## src/rtl/dut_clkrst_gen.sv

```systemverilog
// rtl/dut_clkrst_gen.sv - divided DUT clocks with run/halt/step modes and sequenced DUT reset
module dut_clkrst_gen #(
  parameter int NUM_CLK        = 2,
  parameter int DIV_W          = 16,
  parameter int DIV_DEFAULT    = 6000,
  parameter int RST_DUT_CYCLES = 4
) (
  input  logic                     CLK,
  input  logic                     rst_n,
  input  logic [NUM_CLK*DIV_W-1:0] div_val,
  input  logic [NUM_CLK-1:0]       div_load,
  input  logic [1:0]               mode,
  input  logic                     step,
  input  logic                     soft_rst,
  output logic [NUM_CLK-1:0]       clk_dut,
  output logic [NUM_CLK-1:0]       clk_dut_rise,
  output logic                     rst_dut,
  output logic                     busy
);

  localparam logic [1:0]       MODE_RUN    = 2'b00;
  localparam logic [1:0]       MODE_STEP   = 2'b10;
  localparam logic [DIV_W-1:0] DIV_RST     = DIV_W'(DIV_DEFAULT);
  localparam logic [7:0]       RST_CNT_END = 8'(RST_DUT_CYCLES);

  logic [1:0]         sync_q;
  logic               rst_sync_n;

  logic [DIV_W-1:0]   cnt  [NUM_CLK];
  logic [DIV_W-1:0]   div  [NUM_CLK];
  logic [DIV_W-1:0]   pend [NUM_CLK];
  logic [NUM_CLK-1:0] pend_v;
  logic [NUM_CLK-1:0] ch_act;
  logic [NUM_CLK-1:0] run_en;
  logic [NUM_CLK-1:0] at_end;
  logic [NUM_CLK-1:0] step_done;

  logic               step_q;
  logic               step_go;
  logic               clk0_q;
  logic               clk0_fall;
  logic [7:0]         rst_cnt;

  // Assert asynchronously, release two CLK edges after rst_n rises
  always_ff @(posedge CLK or negedge rst_n) begin
    if (!rst_n) begin
      sync_q <= 2'b00;
    end else begin
      sync_q <= {sync_q[0], 1'b1};
    end
  end

  assign rst_sync_n = sync_q[1];

  // Per-channel enables: a step period always completes; otherwise run mode
  // free-runs and halt/idle-step only lets a high phase finish
  always_comb begin
    step_go   = (mode == MODE_STEP) && !busy && step && !step_q;
    at_end    = '0;
    step_done = '0;
    run_en    = '0;
    for (int i = 0; i < NUM_CLK; i++) begin
      at_end[i]    = (cnt[i] == div[i]);
      step_done[i] = ch_act[i] && !clk_dut[i] && at_end[i];
      if (ch_act[i]) begin
        run_en[i] = 1'b1;
      end else if (busy) begin
        run_en[i] = 1'b0;
      end else if (mode == MODE_RUN) begin
        run_en[i] = 1'b1;
      end else begin
        run_en[i] = clk_dut[i];
      end
    end
  end

  // Divider counters, clock toggles and deferred divider loads
  always_ff @(posedge CLK or negedge rst_sync_n) begin
    if (!rst_sync_n) begin
      for (int i = 0; i < NUM_CLK; i++) begin
        cnt[i]  <= '0;
        div[i]  <= DIV_RST;
        pend[i] <= '0;
      end
      pend_v       <= '0;
      ch_act       <= '0;
      clk_dut      <= '0;
      clk_dut_rise <= '0;
    end else begin
      clk_dut_rise <= '0;
      for (int i = 0; i < NUM_CLK; i++) begin
        if (step_go) begin
          // A step period starts with the high phase and a fresh count
          cnt[i]          <= '0;
          clk_dut[i]      <= 1'b1;
          clk_dut_rise[i] <= !clk_dut[i];
          ch_act[i]       <= 1'b1;
          if (pend_v[i]) begin
            div[i]    <= pend[i];
            pend_v[i] <= 1'b0;
          end
        end else if (step_done[i]) begin
          // Low phase of the step period is over: freeze without toggling
          cnt[i]    <= '0;
          ch_act[i] <= 1'b0;
        end else if (run_en[i]) begin
          if (at_end[i]) begin
            cnt[i]          <= '0;
            clk_dut[i]      <= !clk_dut[i];
            clk_dut_rise[i] <= !clk_dut[i];
            if (pend_v[i]) begin
              div[i]    <= pend[i];
              pend_v[i] <= 1'b0;
            end
          end else begin
            cnt[i] <= cnt[i] + DIV_W'(1);
          end
        end
        // A load coinciding with a toggle stays pending for the next toggle
        if (div_load[i]) begin
          pend[i]   <= div_val[i*DIV_W +: DIV_W];
          pend_v[i] <= 1'b1;
        end
      end
    end
  end

  // Step request edge detection and busy flag
  always_ff @(posedge CLK or negedge rst_sync_n) begin
    if (!rst_sync_n) begin
      step_q <= 1'b0;
      busy   <= 1'b0;
    end else begin
      step_q <= step;
      busy   <= step_go || (|(ch_act & ~step_done));
    end
  end

  assign clk0_fall = clk0_q && !clk_dut[0];

  // DUT reset sequencer: count channel-0 rises, release after the next fall
  always_ff @(posedge CLK or negedge rst_sync_n) begin
    if (!rst_sync_n) begin
      clk0_q  <= 1'b0;
      rst_dut <= 1'b1;
      rst_cnt <= '0;
    end else begin
      clk0_q <= clk_dut[0];
      if (soft_rst) begin
        rst_dut <= 1'b1;
        rst_cnt <= '0;
      end else if (rst_dut) begin
        if (clk_dut_rise[0] && (rst_cnt != RST_CNT_END)) begin
          rst_cnt <= rst_cnt + 8'd1;
        end
        if (clk0_fall && (rst_cnt == RST_CNT_END)) begin
          rst_dut <= 1'b0;
        end
      end
    end
  end

endmodule

```

## config.mk

```make
export PLATFORM = sky130hd
export DESIGN_NAME = dut_clkrst_gen
export DESIGN_NICKNAME = d
export VERILOG_FILES = /design/src/rtl/dut_clkrst_gen.sv
export SDC_FILE = /design/constraint.sdc
export NUM_CORES = 1
export LEC_CHECK = 0
export ABC_AREA = 1
export ABC_CLOCK_PERIOD_IN_PS = 7150
export CORE_MARGIN = 4
export CORE_UTILIZATION = 30
export CTS_BUF_LIST = sky130_fd_sc_hd__clkbuf_8
export DETAILED_ROUTE_END_ITERATION = 6
export MAX_ROUTING_LAYER = met4
export PLACE_DENSITY = 0.56
export SYNTH_ARGS = -nofsm -noshare
export SYNTH_HDL_FRONTEND = slang
export SYNTH_SLANG_ARGS = --single-unit
```

## constraint.sdc

```tcl
create_clock -name CLK -period 7.15 [get_ports CLK]
set_input_delay 1.43 -clock CLK [delete_from_list [all_inputs] [get_ports CLK]]
set_output_delay 1.43 -clock CLK [all_outputs]
set_load 0.02 [all_outputs]
```

==> results.md, run 1 <==
Job:
- The number of violations of the max-capacitance limit is 0.

Place:
- In this run, placement finished with an instance count of 1,114.
- The congestion estimate from routability-driven global placement came to 0.828.
- The detailed-placement wirelength estimate is 9810 um.
- The total of buffers placed on input and output ports is 45.

GRT:
- The via count of the first global-routing pass came to 4,852.
- The first global-routing pass estimated 24,200 um of wire.
- The largest net degree at the start of global routing is 73.
- The total overflow reported by the global router is 0.
- The initial antenna violation count was 0.
- The global routing usage summed across all routing layers is 0.137.

Detailed routing:
- The per-cell routed wire length is 12.2 um.
- The DRC violations left is 0.
- The final wirelength is 14,000 um.
- For this block, the via count after detailed routing is 5,069.
- The number of routed nets with antenna violations is 0.
- After detailed routing, the number of vias per cell comes to 4.42.
- In this run, the number of DRC markers left after iteration 0 of detailed routing was 357.
- The pre-antenna-repair detailed-routing pass consisted of 4 iterations.

Finish:
- The repair_antennas step left the layout with diodes totalling 0.
- The area growth from synthesis to layout is 18.4%.
- The commonest non-fill, non-tap cell in the layout is sky130_fd_sc_hd__nand2_1.
- The share of cells above drive strength 1 is 0.0749.
- Summing all multi-input logic gate instances after layout gives 2650 um2.
- Counting the fill cells in the layout gives 2,079.
- The post-layout net count is 912.
- The post-route core utilization is 0.367.
- Excluding fillers, the count of instances in the completed layout stands at 1,146.
- The combined flip-flop and latch cell area is 2980 um2.
- In the layout the commonest cells are 365 x sky130_fd_sc_hd__nand2_1, 102 x sky130_fd_sc_hd__dfrtp_1, 89 x sky130_fd_sc_hd__inv_1.

Worst setup path:
- Setup slack on the worst reg-to-reg path comes out at 4.85 ns.
- The data required time at the worst endpoint is 7.48 ns.
- The worst path arrival time is 3.76 ns.
- The worst flop-to-flop path startpoint is clk_dut[1]$_DFFE_PN0P_.
- The worst register-to-register path ends at div[14]$_DFFE_PN0P_.
- STA classifies the critical path endpoint as a flip-flop.
- Measured in cells, the most critical reg-to-reg path has a length of 7.
- The type of origin of the critical path is an input port.
- The critical path start-end classification is input port to flip-flop.
- The largest driver fanout on the critical path is 21.

Yosys:
- Synthesis handed over a netlist of 827 instances.
- The average cell area after synthesis is 7.38 um2.
- The share of synthesized area in the top cell type comes to 0.422.
- Of the total synthesized cell area, the portion taken by AND, OR, NAND and NOR gates is 0.359.
- The cell area that synthesis handed to floorplanning was 6110 um2.
- The count of different cell masters after synthesis is 31.
- The synthesized design contains 118 register bits.
- The portion of synthesized area spent on multiplexers is 0.
- The proportion of synthesized chip area in sequential cells is 0.487.
- Of the total synthesized cell area, the portion taken by full adders, half adders and majority gates is 0.00820.
- The commonest register cell after synthesis is sky130_fd_sc_hd__dfrtp_1.
- The main combinational cell family by area after synthesis is simple AND/OR/NAND/NOR gates.
- The synthesized design contains 0 enable-type register cells.
- Synthesis produced a netlist with a net count of 871.
- By area the synthesized netlist is led by sky130_fd_sc_hd__dfrtp_1 42%, sky130_fd_sc_hd__nand2_1 22%, sky130_fd_sc_hd__dfstp_2 6.5%.
- The area fraction in compound gates after synthesis was 0.0377.
- Of the total synthesized cell area, the portion taken by XOR and XNOR cells is 0.0287.
- Yosys printed 0 warnings.
- In the synthesized netlist the async set-or-reset flop fraction comes to 1.00.
- The leading area contributor after synthesis is sky130_fd_sc_hd__dfrtp_1.

Clock network:
- Hold repair after CTS inserted 0 buffers.
- After clock tree synthesis, the setup repair step added 0 buffers.
- The library cell used as clock root buffer is sky130_fd_sc_hd__clkbuf_8.
- TritonCTS built the clock tree.
- The post-cts resize count is 0.
- The total CTS buffers is 17.
- The deepest clock path buffer count is 2.
- The clock reaches the later pin of the worst-skew pair after 0.45 ns.
- The clock net in this run drives a total of 118 sinks.
- The clock transition at the register clock pins on the worst setup and hold paths after CTS is 0.08 ns.
- The total number of H-tree levels is 4.

Timing:
- The number of hold violations in the final report was 0.
- The part of the cycle the worst path needs is 0.479.
- Setup repair after global routing left no endpoint under its margin.
- The count of endpoints failing setup in the final report is 0.
- Based on the critical path, the design can be clocked at up to 292 MHz.
- In this run the tightest slew margin relative to its limit is 0.372.
- For the finished layout, the period the worst path requires is 3.42 ns.
- Setup total negative slack on the finished layout was measured at 0 ns.
- At the pin with the least slew margin, the transition time is 0.942 ns.
- The clock skew is 0.0187 ns.
- The count of final max-slew check failures is 0.

Power and ir drop:
- The largest voltage drop on the vdd net is 90.7 uV.
- Power spread over the standard cell area amounts to 201 nW/um2.
- The leakage power of the design is 0.00350 uW.

Floorplanning:
- The overall die area is 22,700 um2.
- The area of the core region is 19,700 um2.
- After floorplanning, the core was divided into 51 placement rows.
- The die outline width is 151 um.
- The initial utilization of the core area, before any placement, comes to 0.310.
- From bottom edge to top edge, the die measures 151 um.
- The number of top-level pins is 46.

Status:
- The run finished with clean final reports.

Min path:
- The min-delay analysis places its worst path in the category flip-flop to async pin.
[flip-flops by register name, summed over array words and instances (netlist names)]
signal	flops
clk_dut_rise	2
pend_v	2
step_q	1
clk0_q	1
rst_cnt	8
cnt	32
sync_q	2
pend	32
ch_act	2
busy	1
div	32
clk_dut	2
rst_dut	1
[metrics by stage]
step,setup slack [ns],total power (uW),hold slack [ns],area (um2)
finish,3.73,1450,0.337,7230
global route,3.49,1510,0.359,7230
CTS,3.71,1480,0.356,7230
detailed placement,3.22,767,0.337,6780
global placement,3.32,766,0.335,6780
floorplan,3.65,733,0.331,6110
[worst max path at each step]
stage	start	endpoint	slack, ns	cells past startpoint
3_5_place_dp	mode[1]	div[16]$_DFFE_PN0P_	3.22	10
2_1_floorplan	sync_q[1]$_DFF_PN0_	busy$_DFF_PN0_	3.65	0
5_1_grt	mode[1]	div[31]$_DFFE_PN0P_	3.49	10
6_report	mode[1]	div[16]$_DFFE_PN0P_	3.73	10
3_3_place_gp	mode[1]	div[31]$_DFFE_PN0P_	3.32	10
4_1_cts	mode[1]	div[16]$_DFFE_PN0P_	3.71	10
[cell type report]
cell class              count  share of cell area
flip-flops and latches    118               0.411
multi-input cells         589               0.367
repair buffers             46              0.0633
inverters                  96              0.0498
well taps                 265              0.0458
clock buffers              19              0.0362
clock inverters            13              0.0266
[cells in the mapped netlist, types with 2 or more instances]
library cell	n
sky130_fd_sc_hd__nor3_1	8
sky130_fd_sc_hd__a21oi_1	13
sky130_fd_sc_hd__xor2_1	20
sky130_fd_sc_hd__dfrtp_1	103
sky130_fd_sc_hd__buf_2	10
sky130_fd_sc_hd__nand4_1	48
sky130_fd_sc_hd__nand3_1	16
sky130_fd_sc_hd__o21ai_0	26
sky130_fd_sc_hd__nor2_1	72
sky130_fd_sc_hd__nor2_2	2
sky130_fd_sc_hd__dfstp_2	15
sky130_fd_sc_hd__nand3_4	3
sky130_fd_sc_hd__inv_1	89
sky130_fd_sc_hd__clkbuf_1	10
sky130_fd_sc_hd__ha_1	4
sky130_fd_sc_hd__nand2_1	365
sky130_fd_sc_hd__buf_4	3
sky130_fd_sc_hd__nand2_4	2
sky130_fd_sc_hd__inv_2	5
sky130_fd_sc_hd__clkinv_1	2
[per-layer routing]
layer	track usage	wire, um	vias up	part of all wire
met3	0.0280	511	15	0.037
met2	0.182	5510	75	0.39
li1	-	-	2665	-
met5	-	0	-	0
met4	0.0426	209	0	0.015
met1	0.208	7750	2314	0.55
[kinds of logic (layout without fill, tap and decap cells)]
logic type / Yosys count / after routing
AO/OA/AOI/OAI: 44 / 44
XOR/XNOR: 20 / 20
AND/OR/NAND/NOR: 520 / 520
buffers and inverters: 120 / 174
other: 1 / 1
adder cells (fa/ha/maj): 4 / 4
flip-flops: 118 / 118
[power breakdown]
group	switching, uW	total (uW)	internal (uW)	leakage, uW
Combinational	27.7	54.4	26.6	0.00180
Clock	299	702	403	0.000224
Sequential	13.7	698	684	0.00148
[worst max-delay path: stages]
cell                              delay [ns]
sky130_fd_sc_hd__clkdlybuf4s50_1        0.51
sky130_fd_sc_hd__inv_1                  0.06
sky130_fd_sc_hd__nor3_2                 0.22
sky130_fd_sc_hd__nand3_4                0.30
sky130_fd_sc_hd__nand3_2                0.41
sky130_fd_sc_hd__nand2_1                0.11
sky130_fd_sc_hd__inv_2                  0.28
sky130_fd_sc_hd__nand3_4                0.23
sky130_fd_sc_hd__nand2_1                0.14
sky130_fd_sc_hd__nand2_1                0.05
No activity file was read; power rests on OpenSTA's default activity.
==> inputs of run 2 (changes only) <==
- ABC_CLOCK_PERIOD_IN_PS: 7150 -> 3600
- clock period: 7.15 -> 3.6 ns (I/O delays scaled with it)
==> results.md, run 2 (same netlist as run 1, synthesis figures left out) <==
Floorplanning:
- The row count is 51 (unchanged).
- The die outline width is 151 um (unchanged).
- The area of the core region was 19,700 um2 (unchanged).
- The overall die area is 22,700 um2 (unchanged).
- The effective utilization at floorplan is 0.310 (unchanged).
- The die height was 151 um (unchanged).
- The number of top-level pins is 46 (unchanged).

Detailed routing:
- The detailed-routing iteration count for the pre-antenna-repair pass came to 4 (unchanged).
- The per-cell routed wire length is 12.0 um (-1.9%).
- The iteration-0 DRC count of the detailed router is 257 (-28%).
- The mean number of vias per cell was 4.34 (-1.9%).
- The final wirelength is 13,800 um (-1.2%).
- The DRC violations left is 0 (unchanged).
- The number of routed nets with antenna violations is 0 (unchanged).
- The vias after detailed routing is 5,008 (-1.2%).

Timing:
- The final period demand of the worst path is 2.37 ns.
- The final setup TNS is 0 ns (unchanged).
- The count of endpoints failing setup in the final report is 0 (unchanged).
- The count of final max-slew check failures is 0 (unchanged).
- The number of hold violations in the final report is 0 (unchanged).
- The worst setup margin is 1.23 ns (-2.49 ns).
- The max-slew headroom at the worst pin is 0.424 (+0.0523).
- The part of the cycle the worst path needs is 0.657.
- For this run, the top clock speed supported by timing is 423 MHz.
- The clock skew is 0.0116 ns (-0.00705 ns).
- The slew at the pin closest to its max-slew limit is 0.864 ns (-0.0785 ns).
- Setup repair after global routing left no endpoint under its margin.

Clock network:
- The number of sinks on the clock net came to 118 (unchanged).
- The setup fix buffers added after clock tree synthesis was 0 (unchanged).
- The post-cts resize count is 0 (unchanged).
- The total number of H-tree levels is 4 (unchanged).
- The source-to-sink clock delay at the later pin of the worst-skew pair is 0.42 ns (-0.03 ns).
- The number of hold buffers added after CTS is 0 (unchanged).
- The library cell used as clock root buffer is sky130_fd_sc_hd__clkbuf_8.
- TritonCTS built the clock tree.
- The total CTS buffers is 17 (unchanged).
- The deepest clock path buffer count is 2 (unchanged).
- The clock transition at the register clock pins on the worst setup and hold paths after CTS is 0.08 ns (about the same).

Power and ir drop:
- The largest voltage drop on the vdd net is 220 uV (+140%).
- The leakage power of the design came to 0.00352 uW (+0.52%).
- The total power density per cell area is 369 nW/um2 (+83%).

Place:
- The final weighted congestion in routability-driven placement is 0.845 (+2.1%).
- The total of buffers placed on input and output ports was 45 (unchanged).
- The worst slack at placement came to 0.793 ns (-2.43 ns).
- The detailed-placement wirelength estimate was 9840 um (+0.28%).

Worst setup path:
- STA classifies the critical path endpoint as a flip-flop.
- The total stage count of the critical path is 9 (-1).
- Grouping stages by cell kind, the critical path spends the most delay in simple AND/OR/NAND/NOR gates.
- The count of cells along the worst register-to-register path is 8 (+1).
- The master of the slowest instance on the critical path is sky130_fd_sc_hd__clkdlybuf4s50_1.
- The data required time at the worst endpoint came to 3.91 ns (-3.57 ns).
- The largest driver fanout on the critical path is 27 (+29%).
- The worst path arrival time is 2.67 ns (-1.09 ns).
- The delay of the slowest critical-path stage is 0.51 ns (about the same).
- Walking the worst path, the cells encountered are clkdlybuf4s50_1 > inv_1 > nor3_2 > nand3_4 > buf_4 > nand2_4 > nand3_4 > nand2_1 > nand2_1.
- The type of origin of the critical path is an input port.
- The buffers plus inverters on the worst setup path is 3 (unchanged).
- The critical path start-end classification is input port to flip-flop.

GRT:
- The via count of the first global-routing pass is 4,689 (-3.4%).
- The largest net degree at the start of global routing is 66 (-9.6%).
- The initial antenna violation count is 0 (unchanged).
- The global routing usage summed across all routing layers came to 0.134 (-0.00326).
- The total overflow reported by the global router is 0 (unchanged).
- The global-route wire length before repair was 23,500 um (-2.9%).

Status:
- The flow ran to the end, and the final reports show no timing, DRC or antenna violations.

Finish:
- The number of diodes added for antenna fixing is 0 (unchanged).
- The largest registers in the layout are cnt (32), div (32), pend (32).
- The post-layout net count was 920 (+0.88%).
- From synthesis to final layout, the design area changed by 18.2%.
- The count of filler cells inserted in the layout is 2,055 (-1.2%).
- In the layout the commonest cells are 365 x sky130_fd_sc_hd__nand2_1, 102 x sky130_fd_sc_hd__dfrtp_1, 94 x sky130_fd_sc_hd__inv_1.
- The commonest non-fill, non-tap cell in the layout is sky130_fd_sc_hd__nand2_1.
- The share of cells above drive strength 1 is 0.0776 (+0.00270).

Job:
- The number of violations of the max-capacitance limit is 0 (unchanged).

Min path:
- Along the worst hold path, the cell count comes to 0.
- The type of the most critical hold path is flip-flop to flip-flop.
-- run 2: cell types whose count changed in the layout (fill, tap and decap cells not counted), sizes merged --
cell    change
bufinv      -2
inv         +3
clkbuf      -2
clkinv      +1
buf         +8
-- run 2: final timing paths --
kind / from / slack (ns) / end
setup reg to reg: clk_dut[1]$_DFFE_PN0P_ / 1.48 / cnt[7]$_DFFE_PN0P_
max in group asynchronous: sync_q[1]$_DFF_PN0_ / 2.18 / div[26]$_DFFE_PN1P_
hold / removal: sync_q[0]$_DFF_PN0_ / 0.35 / sync_q[1]$_DFF_PN0_
hold reg to reg: sync_q[0]$_DFF_PN0_ / 0.35 / sync_q[1]$_DFF_PN0_
min in group asynchronous: sync_q[1]$_DFF_PN0_ / 0.45 / clk_dut_rise[1]$_DFF_PN0_
setup / recovery: mode[1] / 1.23 / div[13]$_DFFE_PN0P_
-- run 2: cell type report --
| type | instances | area [um2] | area share |
|---|---|---|---|
| Inverter | 96 | 360 | 0.0499 |
| Clock inverter | 15 | 143 | 0.0198 |
| Sequential cell | 118 | 2980 | 0.412 |
| Clock buffer | 17 | 234 | 0.0324 |
| Multi-Input combinational cell | 589 | 2650 | 0.368 |
| Timing Repair Buffer | 54 | 518 | 0.0718 |
| Tap cell | 265 | 332 | 0.0460 |
-- run 2: per-layer routing --
layer | vias up | global-route usage | share of wire
li1 | 2677 | - | -
met1 | 2259 | 0.198 | 0.55
met2 | 68 | 0.183 | 0.41
met3 | 4 | 0.0316 | 0.029
met4 | 0 | 0.0354 | 0.0085
met5 | - | - | 0
-- run 2: worst register-to-register path, stage by stage, from the launching register on --
cell,delay [ns]
sky130_fd_sc_hd__dfrtp_1,0.49
sky130_fd_sc_hd__inv_1,0.16
sky130_fd_sc_hd__o21ai_0,0.12
sky130_fd_sc_hd__a21oi_1,0.29
sky130_fd_sc_hd__nand2_1,0.34
sky130_fd_sc_hd__buf_4,0.29
sky130_fd_sc_hd__nand2_1,0.10
sky130_fd_sc_hd__xor2_1,0.16
sky130_fd_sc_hd__a21oi_1,0.05
-- run 2: metrics by stage --
| stage | instances | hold slack, ns | power [uW] | util | cell area [um2] |
|---|---|---|---|---|---|
| 2_1_floorplan | 827 | 0.331 | 1460 | - | 6110 |
| 3_3_place_gp | 1122 | 0.337 | 1530 | 0.347 | 6840 |
| 3_5_place_dp | 1122 | 0.337 | 1530 | 0.347 | 6840 |
| 4_1_cts | 1154 | 0.355 | 2700 | 0.366 | 7220 |
| 5_1_grt | 1154 | 0.363 | 2790 | 0.366 | 7220 |
| 6_report | 1154 | 0.352 | 2660 | 0.366 | 7220 |
-- run 2: report_power, final --
part | internal, uW | leakage, uW | switching (uW)
Clock | 608 | 0.000203 | 555
Sequential | 1360 | 0.00148 | 32.8
Combinational | 55.0 | 0.00184 | 50.9
Total | 2020 | 0.00352 | 639
==> inputs of run 3 (changes only) <==
- ABC_CLOCK_PERIOD_IN_PS: 3600 -> 2200
- clock period: 3.6 -> 2.2 ns (I/O delays scaled with it)
==> results.md, run 3 (same netlist as run 1, synthesis figures left out) <==
Worst setup path:
- For this design, the slowest cell found on the critical path is sky130_fd_sc_hd__clkdlybuf4s50_1.
- The worst path arrival time is 1.62 ns (-1.05 ns).
- The critical path in this run is classified as flip-flop to output port.
- The data required time at the worst endpoint is 1.76 ns (-2.15 ns).
- The worst flop-to-flop path startpoint is div[22]$_DFFE_PN1P_.
- The count of cells along the worst register-to-register path came to 11 (+3).
- In this design, the largest share of critical-path delay is due to buffers and inverters.
- The slack of the worst reg-to-reg path is 0.44 ns (-1.04 ns).
- In this run the critical register-to-register path is captured at div[27]$_DFFE_PN0P_.
- The delay of the slowest critical-path stage came to 0.62 ns (+0.11 ns).
- The buffers plus inverters on the worst setup path was 1 (-2).
- The critical path goes through clkdlybuf4s50_1.
- The worst setup path is launched from a flip-flop.
- The largest driver fanout on the critical path is 5 (-81%).
- The critical path capture point type is an output port.

Detailed routing:
- The vias after detailed routing was 5,077 (+1.4%).
- The per-cell routed wire length was 11.7 um (-2.5%).
- The final wirelength is 13,600 um (-1.6%).
- The mean number of vias per cell came to 4.36 (+0.42%).
- The iteration-0 DRC count of the detailed router is 207 (-19%).
- The DRC violations left is 0 (unchanged).
- The number of routed nets with antenna violations is 0 (unchanged).
- The detailed-routing iteration count for the pre-antenna-repair pass is 7 (+3).

Clock network:
- The number of sinks on the clock net is 118 (unchanged).
- The post-cts resize count is 0 (unchanged).
- The setup fix buffers added after clock tree synthesis is 0 (unchanged).
- The deepest clock path buffer count came to 2 (unchanged).
- The total CTS buffers is 17 (unchanged).
- The source-to-sink clock delay at the later pin of the worst-skew pair is 0.44 ns (+0.02 ns).
- The number of hold buffers added after CTS was 0 (unchanged).
- TritonCTS built the clock tree.
- The clock transition at the register clock pins on the worst setup and hold paths after CTS is 0.07 ns (about the same).
- The total number of H-tree levels is 4 (unchanged).
- CTS placed an instance of sky130_fd_sc_hd__clkbuf_8 at the clock tree root.

Timing:
- The final period demand of the worst path is 2.06 ns.
- The part of the cycle the worst path needs is 0.935.
- The max-slew headroom at the worst pin came to 0.571 (+0.147).
- The count of final max-slew check failures is 0 (unchanged).
- The count of endpoints failing setup in the final report was 0 (unchanged).
- The slew at the pin closest to its max-slew limit was 0.644 ns (-0.220 ns).
- The clock skew came to 0.0124 ns (+0.000728 ns).
- The worst setup margin is 0.143 ns (-1.09 ns).
- The number of hold violations in the final report was 0 (unchanged).
- Static timing analysis puts the maximum clock frequency at 486 MHz.
- Setup repair after global routing left no endpoint under its margin.
- The final setup TNS is 0 ns (unchanged).

Finish:
- The cell area after layout came to 7370 um2 (+2.1%).
- The area growth from synthesis to layout is 20.6%.
- The share of cells above drive strength 1 is 0.0944 (+0.0168).
- The post-layout net count is 931 (+1.2%).
- The largest registers in the layout are cnt (32), div (32), pend (32).
- The commonest non-fill, non-tap cell in the layout is sky130_fd_sc_hd__nand2_1.
- Leaving out fill and tap cells, the most frequent cells in the layout are 365 x sky130_fd_sc_hd__nand2_1, 102 x sky130_fd_sc_hd__dfrtp_1, 89 x sky130_fd_sc_hd__inv_1.
- The count of non-filler cells in the finished layout was 1,165 (+0.95%).
- The number of diodes added for antenna fixing is 0 (unchanged).

Floorplanning:
- The effective utilization at floorplan came to 0.310 (unchanged).
- The number of top-level pins is 46 (unchanged).
- The die outline width is 151 um (unchanged).
- The row count came to 51 (unchanged).
- The area of the core region is 19,700 um2 (unchanged).
- The overall die area came to 22,700 um2 (unchanged).
- The die height is 151 um (unchanged).

Power and ir drop:
- The largest voltage drop on the vdd net came to 319 uV (+45%).
- The total power of the final layout is 4480 uW (+69%).
- The leakage power of the design came to 0.00359 uW (+2.0%).
- The total power density per cell area is 609 nW/um2 (+65%).

GRT:
- The initial antenna violation count is 0 (unchanged).
- The largest net degree at the start of global routing came to 38 (-42%).
- The total overflow reported by the global router is 0 (unchanged).
- The via count of the first global-routing pass is 4,711 (+0.47%).
- The global-route wire length before repair is 23,300 um (-0.79%).
- The global routing usage summed across all routing layers is 0.132 (-0.00233).

Place:
- The worst slack at placement was 0.0347 ns (-0.758 ns).
- The final weighted congestion in routability-driven placement came to 0.845 (unchanged).
- The total of buffers placed on input and output ports was 45 (unchanged).
- The detailed-placement wirelength estimate is 9940 um (+1.1%).
- The cell total after placement is 1,133 (+0.98%).
- The cell area after placement was 6960 um2 (+1.8%).

Status:
- The flow ran to the end, and the final reports show no timing, DRC or antenna violations.

Min path:
- The type of the most critical hold path is input port to async pin.

Job:
- The number of violations of the max-capacitance limit is 0 (unchanged).
[run 3: changes by cell type in the layout (fill, tap and decap cells not counted)]
cell	previous run	this run
sky130_fd_sc_hd__buf_4	9	17
sky130_fd_sc_hd__inv_1	94	89
sky130_fd_sc_hd__buf_12	0	3
sky130_fd_sc_hd__clkbuf_8	17	19
sky130_fd_sc_hd__clkinv_2	1	2
sky130_fd_sc_hd__clkinv_4	3	4
sky130_fd_sc_hd__inv_6	2	3
[run 3: worst max-delay path by stage]
stage / cells after the start / from / end / slack, ns
4_1_cts: 1 / rst_dut$_DFF_PN1_ / rst_dut / 0.11
3_3_place_gp: 9 / mode[0] / div[30]$_DFFE_PN0P_ / 0.06
5_1_grt: 1 / rst_dut$_DFF_PN1_ / rst_dut / 0.08
3_5_place_dp: 10 / mode[1] / div[27]$_DFFE_PN0P_ / 0.03
2_1_floorplan: 0 / sync_q[1]$_DFF_PN0_ / busy$_DFF_PN0_ / 0.24
6_report: 1 / rst_dut$_DFF_PN1_ / rst_dut / 0.14
[run 3: worst reg2reg max path, delay by kind of cell, from the launching register on]
kind                   cells  cell delay [ns]
buffers and inverters      1             0.04
and+or+nand+nor           10             1.06
DFF                        1             0.55
[run 3: routing by layer]
metal	global-route usage	part of all wire
met5	-	0
met4	0.0449	0.016
met3	0.0265	0.037
met2	0.181	0.40
met1	0.193	0.55
[run 3: per-stage QoR]
| step | utilization | hold WS, ns |
|---|---|---|
| final | 0.374 | 0.155 |
| after global routing | 0.374 | 0.136 |
| after CTS | 0.374 | 0.133 |
| after detailed placement | 0.353 | 0.234 |
| after global placement | 0.353 | 0.235 |
| after floorplan | - | 0.144 |
[run 3: cell type report]
type | count | area [um2]
fill | 2069 | 12400
multi-input combinational | 589 | 2650
sequential | 118 | 2980
tap | 265 | 332
inverter | 96 | 360
clock buffer | 19 | 262
timing repair buffer | 65 | 638
clock inverter | 13 | 146
[run 3: power by group]
group	switching, uW	leakage, uW	internal [uW]
Combinational	98.1	0.00191	96.1
Clock	949	0.000203	1080
Sequential	37.6	0.00148	2230
